`src/rtl/seqdet_pkg.sv`:
```
// Shared constants and helpers for the programmable serial sequence detector.
// Output modes, default reset pattern and the state-width helper live here.
package seqdet_pkg;

    localparam int         MODE_MEALY  = 0;
    localparam int         MODE_MOORE  = 1;
    localparam logic [2:0] DEF_PATTERN = 3'b101;

    function automatic int state_w(input int pat_w);
        return $clog2(pat_w + 1);
    endfunction

endpackage

```
`src/rtl/seqdet_prefix_match.sv`:
```
// Combinational suffix/prefix matcher: longest pattern prefix ending the candidate stream
// (valid history bits followed by the incoming bit), plus the overlap fallback length.
module seqdet_prefix_match
    import seqdet_pkg::*;
#(
    parameter  int PAT_W = 3,
    localparam int SW    = state_w(PAT_W)
) (
    input  logic [PAT_W-2:0] i_hist,
    input  logic [SW-1:0]    i_fill,
    input  logic             i_bit,
    input  logic [PAT_W-1:0] i_pattern,
    input  logic [SW-1:0]    i_state,
    output logic [SW-1:0]    o_nxt,
    output logic [SW-1:0]    o_fallback
);

    logic [PAT_W-1:0] w_window;
    int               w_lim;
    logic             w_eq;

    // Scan every length; the last qualifying length wins, so the result is the longest match.
    always_comb begin
        w_window   = {i_hist, i_bit};
        w_lim      = int'(i_state) + 1;
        w_lim      = ((int'(i_fill) + 1) < w_lim) ? (int'(i_fill) + 1) : w_lim;
        o_nxt      = '0;
        o_fallback = '0;
        w_eq       = 1'b0;
        for (int k = 1; k <= PAT_W; k++) begin
            w_eq = (k <= w_lim);
            for (int i = 0; i < k; i++) begin
                w_eq = w_eq & (i_pattern[PAT_W-1-i] == w_window[k-1-i]);
            end
            o_nxt      = w_eq ? SW'(k) : o_nxt;
            o_fallback = (w_eq && (k < PAT_W)) ? SW'(k) : o_fallback;
        end
    end

endmodule

```
`src/rtl/seqdet_prog_mealy_moore.sv`:
```
// Runtime-programmable serial sequence detector with selectable Mealy/Moore output.
// Optional match counter is built only when SEQDET_MATCH_COUNT_EN is defined.
module seqdet_prog_mealy_moore
    import seqdet_pkg::*;
#(
    parameter  int               PAT_W   = 3,
    parameter  logic [PAT_W-1:0] PAT_RST = PAT_W'(DEF_PATTERN),
    parameter  bit               OVL_RST = 1'b1,
    parameter  int               MOORE   = MODE_MEALY,
    parameter  int               CNT_W   = 8,
    localparam int               SW      = state_w(PAT_W)
) (
    input  logic             clk,
    input  logic             rst,
    input  logic             in_valid,
    input  logic             in_bit,
    input  logic             cfg_we,
    input  logic [PAT_W-1:0] cfg_pattern,
    input  logic             cfg_overlap,
    output logic [SW-1:0]    state,
    output logic             match
`ifdef SEQDET_MATCH_COUNT_EN
    ,
    output logic [CNT_W-1:0] match_cnt
`endif
);

    logic [PAT_W-1:0] r_pattern;
    logic [PAT_W-1:0] w_pattern_nxt;
    logic             r_ovl;
    logic             w_ovl_nxt;
    logic [PAT_W-2:0] r_hist;
    logic [PAT_W-2:0] w_hist_nxt;
    logic [SW-1:0]    r_fill;
    logic [SW-1:0]    w_fill_nxt;
    logic [SW-1:0]    r_state;
    logic [SW-1:0]    w_state_nxt;
    logic [SW-1:0]    w_nxt;
    logic [SW-1:0]    w_fallback;
    logic             w_accept;
    logic             w_hit;

    seqdet_prefix_match #(
        .PAT_W (PAT_W)
    ) u_prefix_match (
        .i_hist     (r_hist),
        .i_fill     (r_fill),
        .i_bit      (in_bit),
        .i_pattern  (r_pattern),
        .i_state    (r_state),
        .o_nxt      (w_nxt),
        .o_fallback (w_fallback)
    );

    // A configuration write discards any concurrent bit.
    assign w_accept = in_valid & ~cfg_we;
    assign w_hit    = w_accept & (w_nxt == SW'(PAT_W));

    // Next-state logic: reconfiguration, bit acceptance with overlap handling, or hold.
    always_comb begin
        w_pattern_nxt = r_pattern;
        w_ovl_nxt     = r_ovl;
        w_hist_nxt    = r_hist;
        w_fill_nxt    = r_fill;
        w_state_nxt   = r_state;
        if (cfg_we) begin
            w_pattern_nxt = cfg_pattern;
            w_ovl_nxt     = cfg_overlap;
            w_state_nxt   = '0;
            w_fill_nxt    = '0;
        end else if (in_valid) begin
            w_hist_nxt = (PAT_W-1)'({r_hist, in_bit});
            w_fill_nxt = (r_fill == SW'(PAT_W - 1)) ? r_fill : (r_fill + SW'(1));
            if (!w_hit) begin
                w_state_nxt = w_nxt;
            end else if (r_ovl) begin
                w_state_nxt = w_fallback;
            end else begin
                // Non-overlapping: nothing up to and including the match may seed the next one.
                w_state_nxt = '0;
                w_fill_nxt  = '0;
            end
        end else begin
            w_state_nxt = r_state;
        end
    end

    // State, history and configuration registers.
    always_ff @(posedge clk or posedge rst) begin
        if (rst) begin
            r_pattern <= PAT_RST;
            r_ovl     <= OVL_RST;
            r_hist    <= '0;
            r_fill    <= '0;
            r_state   <= '0;
        end else begin
            r_pattern <= w_pattern_nxt;
            r_ovl     <= w_ovl_nxt;
            r_hist    <= w_hist_nxt;
            r_fill    <= w_fill_nxt;
            r_state   <= w_state_nxt;
        end
    end

    assign state = r_state;

    generate
        if (MOORE == MODE_MOORE) begin : g_moore
            logic r_match;

            // Moore output: the hit is presented in the cycle after the final bit.
            always_ff @(posedge clk or posedge rst) begin
                if (rst) begin
                    r_match <= 1'b0;
                end else begin
                    r_match <= w_hit;
                end
            end

            assign match = r_match;
        end else begin : g_mealy
            assign match = w_hit;
        end
    endgenerate

`ifdef SEQDET_MATCH_COUNT_EN
    logic [CNT_W-1:0] r_cnt;

    // Saturating hit counter, cleared by reconfiguration.
    always_ff @(posedge clk or posedge rst) begin
        if (rst) begin
            r_cnt <= '0;
        end else if (cfg_we) begin
            r_cnt <= '0;
        end else if (w_hit && (r_cnt != {CNT_W{1'b1}})) begin
            r_cnt <= r_cnt + CNT_W'(1);
        end else begin
            r_cnt <= r_cnt;
        end
    end

    assign match_cnt = r_cnt;
`endif

endmodule

```
`config.mk`:
```
export PLATFORM = sky130hd
export DESIGN_NAME = seqdet_prog_mealy_moore
export DESIGN_NICKNAME = d
export VERILOG_FILES = /design/src/rtl/seqdet_pkg.sv /design/src/rtl/seqdet_prefix_match.sv /design/src/rtl/seqdet_prog_mealy_moore.sv
export SDC_FILE = /design/constraint.sdc
export NUM_CORES = 1
export LEC_CHECK = 0
export CORE_MARGIN = 1
export CORE_UTILIZATION = 40
export DETAILED_ROUTE_END_ITERATION = 10
export PLACE_DENSITY_LB_ADDON = 0.08
export SETUP_SLACK_MARGIN = 0.05
export SYNTH_ARGS = -nofsm -noshare
export SYNTH_HDL_FRONTEND = slang
export SYNTH_HIERARCHICAL = 1
export SYNTH_SLANG_ARGS = --single-unit
```
`constraint.sdc`:
```
create_clock -name clk -period 4.6 [get_ports clk]
set_input_delay 0.92 -clock clk [delete_from_list [all_inputs] [get_ports clk]]
set_output_delay 0.92 -clock clk [all_outputs]
set_load 0.005 [all_outputs]
```
==> results.md <==
- Post-synth top area share: 0.2397
- DRC violations left: 0
- FMAX: 252.9 MHz
- RePlAce Congestion: 0.7361
- Avg WL per Cell: 11.97 µm
- Vias in the first global route: 510
- DR pass1 iterations: 2
- Synthesized area: 730.7 µm²
- Mapped Nets: 81
- Pwr dens: 320.9 nW/µm²
- Layout area overhead: 19.86%
- Final hold vios: 0
- Post-layout nets: 95
- Dominant cell type by area after synthesis: dfrtp_1
- First-pass GRT wire length: 2228 µm
- Post-DP HPWL: 995.9 µm
- Unrepaired setup endpoints after global routing: false
- Clock root buffer: clkbuf_4
- CTS tree: done
- Max Cap Violations: 0
- Ys flop type: dfrtp_1
- Iter 0 DRT Violations: 6
- HP Class: reg -> reg
- Critical path type: reg -> out
- Slew margin rel.: 0.7448
- GRT Total Usage: 0.1581
- Critical-path cell list: ha_1, inv_1, ha_1, o211a_1, a221oi_1, nor2_1, o31ai_2, and3_2, clkdlybuf4s50_1
- Worst path required time: 3680 ps
- Worst path most repeated cell: ha_1
- # resized after CTS: 0
- Skew-Pair Late Insertion Delay: 260 ps
- Vias per cell: 4.990
- Total Neg Setup Slack: 0 ps
- Initial antenna violation count: 0
- Initial core utilization: 0.4232
- Yosys reg bits: 10
- Fin crit period: 3955 ps
- CP Launch Type: flop
- Worst Hold Slack: 533.9 ps
- Critical path peak fanout: 6
- Number of synthesized flops with an enable pin: 0
- R2R Setup Slk: 1940 ps
- Largest net degree at the start of global routing: 11
- # fillers: 175
- Simple-Gate Fraction of Synth Area: 0.1370
- Synth Area in Compound Gates: 0.1541
- Clock-pin slew on the worst setup and hold paths: 60 ps
- Skew final: 0.1013 ps
- Setup bufs post-CTS: 0
- Hold Buf Count CTS: 0
- Die Span Y: 44.74 µm
- Crit. End Element: output pin
- Register area share after synthesis: 0.3476
- Slowest CP cell: clkdlybuf4s50_1
- Number of diodes: 0
- Post-Synth Adder-Cell Area: 0.1027
- Synth Instances: 66
- Post-synthesis mux area share: 0.1301
- Yosys warns: 6
- CTS sink count: 10
- # H-tree levels: 1
- Crit-path max cell delay: 490 ps
- Post-synth ARST share: 1.000
- Sequential cell area: 254.0 µm²
- Slew Limit Fails: 0
- Main area contributors after synthesis: dfrtp_1 (24%), dfstp_2 (11%), ha_1 (10%)
- Routed wire length: 1245 µm
- Largest family of logic cells by synthesized area: compound AO/OA/AOI/OAI gates
- Max Root-Sink Buffers: 2
- Via count: 519
- CP arrival: 3030 ps
- Outcome: finished, final reports clean
- Finish-stage setup viols: 0
- Worst path top cell family by delay: compound AO/OA/AOI/OAI gates
- Multi-input gate area: 435.4 µm²
- Post-route ant nets: 0
- # rows: 15
- XOR/XNOR share of the synthesized area: 0.07192
- Syn_area_per_cell: 11.07 µm²
- CORE AREA: 1727 µm²
- Die Wd: 44.74 µm
- Yosys cell types: 29
- Period Utilization, post-route: 0.8597
- Worst Tran Pin Value: 382.4 ps
- Layout cell share with drive strength beyond 1: 0.2532
- IO buf count: 11
- Leak: 0.3897 nW
- Critical path buffers and inverters: 2
- Die ar.: 2002 µm²
- I/O pins: 12
- End-of-flow core utilization: 0.5072
- CTS Buf Count: 3
- VDD IR max: 0.2163 mV
- Overflow left after global routing: 0
-- power by group --
part	total, mW	internal, mW	switching (mW)
Combinational	0.104	0.0590	0.0453
Clock	0.0638	0.0336	0.0303
Sequential	0.113	0.101	0.0123
Total	0.281	0.193	0.0879
-- worst register-to-register path, delay by kind of cell, from the launching register on --
family / cells / cell delay [ps]
compound gates: 5 / 1310
fa+ha+maj: 2 / 620
buf+inv: 1 / 50
flops: 1 / 450
simple gates: 1 / 120
-- cell usage after synthesis (2+ instances only) --
master and n:
dfrtp_1 7, ha_1 6, inv_1 5, mux2_2 4, nor2_1 4, xor2_1 4, a32o_1 3, dfstp_2 3
nand2_1 3, a21bo_2 2, buf_6 2, mux2_4 2, mux2i_1 2, nor2b_2 2, nor3_1 2, xnor2_1 2
-- metrics by stage --
stage	setup WS, ps	instance area, µm²	cells	power (mW)
2_1_floorplan	1630	730.7	66	0.1945
3_3_place_gp	795.0	849.6	100	0.2185
3_5_place_dp	785.6	849.6	100	0.2197
4_1_cts	622.6	875.8	104	0.2846
5_1_grt	434.4	875.8	104	0.3028
6_report	645.3	875.8	104	0.2811
-- state kept, by name, indices dropped and copies added (netlist names) --
| name | flops |
|---|---|
| r_fill | 2 |
| r_pattern | 3 |
| r_ovl | 1 |
| r_hist | 2 |
| state | 2 |
-- path summary, 6_finish.rpt --
check,startpoint,to,depth (start not counted)
worst max-delay path,state[0]$_DFFE_PP0P_,match,9
worst min-delay path,r_fill[1]$_DFFE_PP0P_,r_fill[1]$_DFFE_PP0P_,1
worst max register to register,state[0]$_DFFE_PP0P_,state[1]$_DFFE_PP0P_,9
worst min register to register,r_fill[1]$_DFFE_PP0P_,r_fill[1]$_DFFE_PP0P_,1
max in group asynchronous,rst,r_pattern[0]$_DFFE_PP1P_,2
min in group asynchronous,rst,r_pattern[1]$_DFFE_PP0P_,2
-- layout by cell type (no fill, tap or decap), types with 2 or more instances in the layout --
cell type and n:
xnor2_1 2, ha_1 6, a21bo_2 2, nor2_1 4, nor2b_2 2, xor2_1 4
a32o_1 3, mux2_4 2, inv_1 5, mux2i_1 2, clkbuf_4 3, dfstp_2 3
dfrtp_1 7, nor3_1 2, clkdlybuf4s50_1 11, mux2_2 4, nand2_1 3
-- layer usage --
metal	vias to the layer above	part of all wire	GRT usage
li1	261	-	-
met1	243	0.51	0.2130
met2	11	0.42	0.2235
met3	4	0.036	0.03600
met4	0	0.032	0.1091
met5	-	0	0
-- logic make-up after synthesis --
| family | Yosys count |
|---|---|
| flops | 10 |
| compound gates | 12 |
| simple gates | 17 |
| buf+inv | 7 |
| xor+xnor | 6 |
| mux | 8 |
| fa+ha+maj | 6 |
-- layout make-up --
type / count / area share
Clock buffer: 4 / 0.03000
Tap cell: 25 / 0.03571
Sequential cell: 10 / 0.2900
Timing Repair Buffer: 11 / 0.1257
Inverter: 5 / 0.02143
Multi-Input combinational cell: 49 / 0.4971
Note: power is estimated with default switching activity, not from simulation.
